[config.mk]
export PLATFORM = sky130hd
export DESIGN_NAME = activation_collector
export DESIGN_NICKNAME = d
export VERILOG_FILES = /design/src/rtl/activation_collector.sv
export SDC_FILE = /design/constraint.sdc
export NUM_CORES = 1
export LEC_CHECK = 0
export CORE_MARGIN = 2
export CORE_UTILIZATION = 45
export DETAILED_ROUTE_END_ITERATION = 7
export GPL_ROUTABILITY_DRIVEN = 0
export PLACE_DENSITY_LB_ADDON = 0.3
export SETUP_SLACK_MARGIN = 0.5
export SLEW_MARGIN = 20
export SYNTH_ARGS = -nofsm -noshare
export SYNTH_HDL_FRONTEND = slang
export SYNTH_SLANG_ARGS = --single-unit
[constraint.sdc]
create_clock -name clk -period 2.8 [get_ports clk]
set_input_delay 0.42 -clock clk [delete_from_list [all_inputs] [get_ports clk]]
set_output_delay 0.42 -clock clk [all_outputs]
set_load 0.03 [all_outputs]
[src/rtl/activation_collector.sv]
`default_nettype none
// ============================================================================
//  Module   : activation_collector
//  Purpose  : Collects CELL_AMOUNT indexed activations from the ReLU write
//             stream into a two-bank (ping-pong) buffer. Each completed
//             vector is streamed in index order over valid/ready.
//  Ports    : clk, reset_n (async active-low)
//             input_index/input_value/input_enable : ReLU write stream
//             output_data/output_valid/output_ready/output_last : vector out
//             buffer_full    : both banks complete and unread
//             overflow_error : sticky, write hit a still-unread bank
//             index_error    : sticky, input_index >= CELL_AMOUNT
//             dup_error      : sticky, duplicate index write
//  Options  : `define ACTIVATION_COLLECTOR_DUP_DETECT_EN drops duplicate
//             writes and reports them on dup_error; otherwise duplicates
//             overwrite silently and dup_error is tied to 0.
//  Revision : 1.0 - initial release
// ============================================================================
module activation_collector #(
  parameter int DATA_WIDTH  = 8,
  parameter int CELL_AMOUNT = 4
) (
  input  logic                  clk,
  input  logic                  reset_n,
  input  logic [DATA_WIDTH-1:0] input_index,
  input  logic [DATA_WIDTH-1:0] input_value,
  input  logic                  input_enable,
  output logic [DATA_WIDTH-1:0] output_data,
  output logic                  output_valid,
  input  logic                  output_ready,
  output logic                  output_last,
  output logic                  buffer_full,
  output logic                  overflow_error,
  output logic                  index_error,
  output logic                  dup_error
);

  localparam int                   AW       = (CELL_AMOUNT > 1) ? $clog2(CELL_AMOUNT) : 1;
  localparam logic [AW-1:0]         LAST_IDX = AW'(CELL_AMOUNT - 1);
  localparam logic [CELL_AMOUNT-1:0] FULL_MAP = '1;

  typedef enum logic [0:0] {
    S_IDLE   = 1'b0,
    S_STREAM = 1'b1
  } state_t;

  // Bank storage is deliberately not reset.
  logic [DATA_WIDTH-1:0]       mem_q [2][CELL_AMOUNT];

  logic [1:0][CELL_AMOUNT-1:0] bitmap_q, bitmap_d;
  logic [1:0]                  ready_q, ready_d;
  logic                        wr_bank_q, wr_bank_d;
  logic                        rd_bank_q, rd_bank_d;
  state_t                      state_q, state_d;
  logic [AW-1:0]               count_q, count_d;
  logic                        ovf_q, ovf_d;
  logic                        idx_err_q, idx_err_d;

  logic                        w_index_ok;
  logic                        w_dup;
  logic                        w_write;
  logic [AW-1:0]               w_addr;
  logic [CELL_AMOUNT-1:0]      w_onehot;
  logic [CELL_AMOUNT-1:0]      w_map_next;

  assign w_index_ok = (input_index < DATA_WIDTH'(CELL_AMOUNT));
  assign w_addr     = input_index[AW-1:0];
  assign w_onehot   = CELL_AMOUNT'(1) << w_addr;

`ifdef ACTIVATION_COLLECTOR_DUP_DETECT_EN
  logic dup_q, dup_d;
  assign w_dup     = bitmap_q[wr_bank_q][w_addr];
  assign dup_error = dup_q;
`else
  assign w_dup     = 1'b0;
  assign dup_error = 1'b0;
`endif

  always_comb begin
    state_d    = state_q;
    count_d    = count_q;
    ready_d    = ready_q;
    rd_bank_d  = rd_bank_q;
    wr_bank_d  = wr_bank_q;
    bitmap_d   = bitmap_q;
    ovf_d      = ovf_q;
    idx_err_d  = idx_err_q;
    w_write    = 1'b0;
    w_map_next = '0;
`ifdef ACTIVATION_COLLECTOR_DUP_DETECT_EN
    dup_d      = dup_q;
`endif

    // Read side first, so that a release on this edge is already visible
    // in ready_d when the write side checks its target bank.
    case (state_q)
      S_IDLE: begin
        if (ready_q[rd_bank_q]) begin
          state_d = S_STREAM;
          count_d = '0;
        end
      end
      S_STREAM: begin
        if (output_ready) begin
          if (count_q == LAST_IDX) begin
            ready_d[rd_bank_q] = 1'b0;
            rd_bank_d          = ~rd_bank_q;
            state_d            = S_IDLE;
            count_d            = '0;
          end else begin
            count_d = count_q + 1'b1;
          end
        end
      end
      default: state_d = S_IDLE;
    endcase

    if (input_enable) begin
      if (!w_index_ok) begin
        idx_err_d = 1'b1;
      end else if (ready_d[wr_bank_q]) begin
        ovf_d = 1'b1;
      end else if (w_dup) begin
`ifdef ACTIVATION_COLLECTOR_DUP_DETECT_EN
        dup_d = 1'b1;
`endif
      end else begin
        w_write    = 1'b1;
        w_map_next = bitmap_q[wr_bank_q] | w_onehot;
        if (w_map_next == FULL_MAP) begin
          // Completion: hand the bank to the reader and move to the other one.
          ready_d[wr_bank_q]  = 1'b1;
          bitmap_d[wr_bank_q] = '0;
          wr_bank_d           = ~wr_bank_q;
        end else begin
          bitmap_d[wr_bank_q] = w_map_next;
        end
      end
    end
  end

  always_ff @(posedge clk or negedge reset_n) begin
    if (!reset_n) begin
      state_q   <= S_IDLE;
      count_q   <= '0;
      ready_q   <= '0;
      rd_bank_q <= 1'b0;
      wr_bank_q <= 1'b0;
      bitmap_q  <= '0;
      ovf_q     <= 1'b0;
      idx_err_q <= 1'b0;
    end else begin
      state_q   <= state_d;
      count_q   <= count_d;
      ready_q   <= ready_d;
      rd_bank_q <= rd_bank_d;
      wr_bank_q <= wr_bank_d;
      bitmap_q  <= bitmap_d;
      ovf_q     <= ovf_d;
      idx_err_q <= idx_err_d;
    end
  end

`ifdef ACTIVATION_COLLECTOR_DUP_DETECT_EN
  always_ff @(posedge clk or negedge reset_n) begin
    if (!reset_n) begin
      dup_q <= 1'b0;
    end else begin
      dup_q <= dup_d;
    end
  end
`endif

  always_ff @(posedge clk) begin
    if (w_write) begin
      mem_q[wr_bank_q][w_addr] <= input_value;
    end
  end

  assign output_valid   = (state_q == S_STREAM);
  assign output_last    = output_valid && (count_q == LAST_IDX);
  assign output_data    = output_valid ? mem_q[rd_bank_q][count_q] : '0;
  assign buffer_full    = ready_q[0] & ready_q[1];
  assign overflow_error = ovf_q;
  assign index_error    = idx_err_q;

endmodule
`default_nettype wire

# Word level (Yosys, flattened, before mapping)
# Memory sizes are Yosys's and may differ from the RTL's.
# Index checks and enable logic that the tools add are counted.
# op_classes
addsub,1
magnitude_cmp,8
eq_ne,4
n_shift,1
muxes,40
bitwise_logic,14
n_reduce_logical,10
# ops
op,count
$mux 8,5
$mux 32,1
$mux 2,10
$bmux 8 s2,1
$demux 8 s2,1
$mux 1,13
$mux 4,3
$reduce_and 3->1,3
$and 8x8->8,1
$bwmux 8,1
$lt 8x3->1 const B,1
$not 8->8,1
$ge 3x3->1 const B,2
$not 2->3,2
$not 1->1,5
$demux 4 s1,1
$eq 4x4->1 const B,1
$logic_and 1x1->1,4
$lt 1x2->1 const B,2
$ne 2x2->1 const B,2
$or 4x4->4,1
$pmux 2 s2,1
$reduce_and 2->1,2
$reduce_and 4->1,1
other kinds (11),13
# word_totals
regBits,17
ramBits,64
input_bits,20
out_inout_bits,14
wordCells,88
mem_count,1
# memory_table
memory,words,word_bits,rd,rd_ports_with_merged_regs,write_ports,line_no,text
mem_q,2,32,1,0,1,48,logic [DATA_WIDTH-1:0] mem_q [2][CELL_AMOUNT];

# Logic depth before layout (Yosys ltp)
# logic_depth
word_depth,16
ltp_mapped,6
ltp_nobuf,6

# Least setup slack after synthesis
# No wires, ideal clock.
# synth_timing
kind,register to register
from,"register state_q, in the netlist output_valid"
to,memory mem_q[0][24] (netlist name) (enable)
setup_ps,386
arrival_time_ps,1874
t_required_ps,2414
path_slack_ps,540
path_stages_with_launch,5
path_buffers,0
period_less_slack_ps,2260
cell_sequence,dfrtp_1 -> nand3_1 -> o21ai_0 -> nand3_1 -> nor3_1
# synth_between
elab_chain_cells,8
# synth_lines
element,line_no,text
start: declaration,54,"state_t state_q, state_d;"
start signal: assignment,153,state_q <= state_d;
$mux 2,96,case (state_q)
$mux 1 (implied by the code) (2 in series),121,end else if (ready_d[wr_bank_q]) begin
$mux 1,121,
$mux 1,119,if (!w_index_ok) begin
$mux 1,118,if (input_enable) begin
$mux 1,175,if (w_write) begin
$mux 32 (implied by the code),176,mem_q[wr_bank_q][w_addr] <= input_value;
end: declaration,48,
# No other way between the ends. The select of a mux whose other input is x is not followed.

# Final worst setup path
# layout_timing
from,register rd_bank_q
to,output port output_data[0]
# layout_between
elab_chain_cells,5
# layout_lines
element,line_no,text
start: declaration,53,"logic rd_bank_q, rd_bank_d;"
start signal: assignment,156,rd_bank_q <= rd_bank_d;
$mem_v2 2x32,n/a,
$bmux 8 s2,182,assign output_data = output_valid ? mem_q[rd_bank_q][count_q] : '0;
$mux 8 (implied by the code) (2 in series),182,
$mux 8,182,
end: declaration,28,"output logic [DATA_WIDTH-1:0] output_data,"
# No other way between the ends. The select of a mux whose other input is x is not followed.

==> results.txt <==
GRT overflow = 0
Final ANT Viol Nets = 0
Syn Nets = 214
CTS Buffer Depth = 2
Worst Path Arrival = 1.89 ns
Top-area cell type share of the netlist area = 57.7%
Initial Util = 46.2%
Worst setup margin = 0.492 ns
Mapped cell area = 0.00333 mm^2
WL final = 5.94 mm
Die height = 90.0 um
HPWL after DPL = 3.84 mm
Initial antenna violation count = 0
FP Rows = 31
Core area = 0.00721 mm^2
Area grow syn2layout = 21.0%
Share of cells above drive strength 1 = 25.3%
Syn Inst Count = 193
Drt initial violations = 69
Fin crit period = 2.31 ns
PwrDens = 763 mW/mm^2
CP required = 2.38 ns
Fillers = 596
Total clock sinks = 81
VDD IR max = 0.000315 V
Final net count = 266
Hold_buf cts = 0
Most used DFF post-synth = edfxtp_1
CTS root buf = clkbuf_8
M1 wire length = 2.71 mm
Clock transition at the registers of the reported paths = 0.07 ns
R2R Path End = mem_q[0][29]
Met2 wire len = 2.94 mm
CP Capture Type = primary output
R2r worst-path depth = 8
Post-synthesis sequential area ratio = 70.5%
Leak = 1.44 nW
Mean post-synth cell area = 17.3 um^2
Post-synth EDFFs = 64
Fmax = 0.433 GHz
Met3 routed WL = 195 um
Vias = 1791
Post-synth top area cell = edfxtp_1
FF-to-FF Start = count_q[0]
Antenna diodes = 0
Max Slew Vio Count = 0
CTS tree = yes
Ys async rst share = 21.0%
Most frequent cell after synthesis = edfxtp_1
I/O Buffers = 32
Via-to-Cell Ratio = 5.15
DR WL/cell = 17.1 um
Rel. slew slack = 49.8%
Post-synth top cells = 64 x edfxtp_1, 17 x dfrtp_1, 16 x mux4_2
CTS Buf Count = 9
Vias in the first global route = 1754
Kind of critical path = flop to primary output
Area of the multi-input gates = 923 um^2
CTS H-tree lvls = 3
Crit path max fanout = 8
Reg area = 0.00235 mm^2
Worst-Margin Slew = 0.751 ns
Yosys synthesis warning count = 0
Min-Delay Path Class = flop to flop
# setup viols final = 0
Die Area = 0.00811 mm^2
WHS Endpoint = overflow_error
Clock latency on the worst-skew pair = 0.34 ns
Status = completed
Seq cells post-synth = 81
First-pass GRT wire length = 9.32 mm
Final Hold Violating Endpoints = 0
Pre-CTS setup slack = 0.368 ns
Tot GR Track Use = 15.5%
Worst hold slack = 0.458 ns
Startpoint class of the critical path = flop
Worst Hold Path Cells = 1
Ranking of synthesized cells by area = edfxtp_1 58%, dfrtp_1 13%, mux4_2 11%
Largest net degree at the start of global routing = 18
Highest metal used = met4
Worst Clk Skew = 0.00516 ns
Ports = 34
Post-Route Setup TNS = 0 ns
Total of max-cap violations = 0
Setup slack, reg-to-reg = 0.69 ns
Die width = 90.0 um
First-pass DRT Iterations = 6
Drt drc = 0
Hold Startpoint = overflow_error
Post-route clock period utilization = 82.4%
Distinct cells, synth = 33
Unrepaired setup endpoints after global routing = true
==> power breakdown <==
| part | internal [W] | total (W) | leakage, nW | switching (W) |
|---|---|---|---|---|
| Combinational | 0.000532 | 0.000965 | 0.561 | 0.000433 |
| Clock | 0.000315 | 0.000707 | 0.0781 | 0.000392 |
| Sequential | 0.00133 | 0.00140 | 0.799 | 0.0000705 |
==> registers in the layout (all words and copies together) (netlist names) <==
name            count
index_error         1
output_valid        1
mem_q              64
ready_q             2
overflow_error      1
count_q             2
bitmap_q            8
rd_bank_q           1
wr_bank_q           1
==> cell usage in the layout, fill, tap and decap left out, types with 3 or more instances in the layout <==
master,instances
o21a_1,8
a21o_1,3
and2_1,4
nand2b_1,4
nand3_1,4
edfxtp_1,64
mux2i_1,12
clkbuf_8,9
nand2_1,7
nor4_1,3
nor2_1,10
nor2b_1,9
dfrtp_1,16
buf_2,3
buf_4,22
clkdlybuf4s50_1,23
mux4_2,16
==> through the flow <==
step | util, % | cell area, um^2 | power (W) | cells
after floorplan | - | 3330 | 0.00203 | 193
after global placement | 53.1 | 3830 | 0.00234 | 327
after detailed placement | 53.1 | 3830 | 0.00235 | 327
after CTS | 55.3 | 3990 | 0.00302 | 343
after global routing | 55.9 | 4030 | 0.00323 | 348
final | 55.9 | 4030 | 0.00307 | 348
==> worst max-delay path by stage <==
stage                           endpoint  cells past startpoint  slack [ns]           start
after detailed placement      ready_q[1]                      6        0.37  input_index[0]
after CTS                 output_data[1]                      5        0.41       rd_bank_q
after global routing      output_data[6]                      6        0.40       rd_bank_q
final                     output_data[0]                      6        0.49       rd_bank_q
after global placement       mem_q[1][5]                      6        0.39  input_index[6]
after floorplan             mem_q[0][24]                      4        0.54    output_valid
==> cell type report <==
class | instances | area share, %
Clock buffer | 10 | 3.17
Timing Repair Buffer | 52 | 11.7
Sequential cell | 81 | 58.3
Inverter | 1 | 0.0931
Tap cell | 99 | 3.07
Clock inverter | 5 | 0.838
Multi-Input combinational cell | 100 | 22.9
==> per-layer routing <==
metal | track usage [%] | vias to the layer above
met5 | 0 | -
met4 | 6.54 | 0
met3 | 3.19 | 7
met2 | 24.5 | 26
met1 | 21.0 | 907
li1 | - | 851
==> kinds of logic (layout without fill, tap and decap cells) <==
kind of cell / count (synthesis) / in the layout / synth area share, %
compound gates: 19 / 19 / 4.06
flops: 81 / 81 / 70.5
mux: 30 / 30 / 15.1
simple gates: 48 / 48 / 7.74
buf+inv: 12 / 68 / 1.88
xor+xnor: 1 / 1 / 0.263
other cells: 1 / 1 / 0.113
fa+ha+maj: 1 / 1 / 0.376
==> worst max-delay path, stage by stage, from the launching register on <==
cell	delay, ns
dfrtp_1	0.41
buf_12	0.15
buf_12	0.11
mux4_2	0.49
mux2i_1	0.15
nor2b_1	0.07
buf_4	0.16
==> repair_timing <==
| item | in CTS | in global routing |
|---|---|---|
| endpoints found under the hold margin | 0 | 0 |
| cloned | 0 | 0 |
| pin swaps | 0 | 0 |
| endpoints found under the setup margin | 9 | 39 |
| buffers inserted | 1 | 5 |
| resized for setup | 33 | 22 |
No activity file was read; power rests on OpenSTA's default activity.
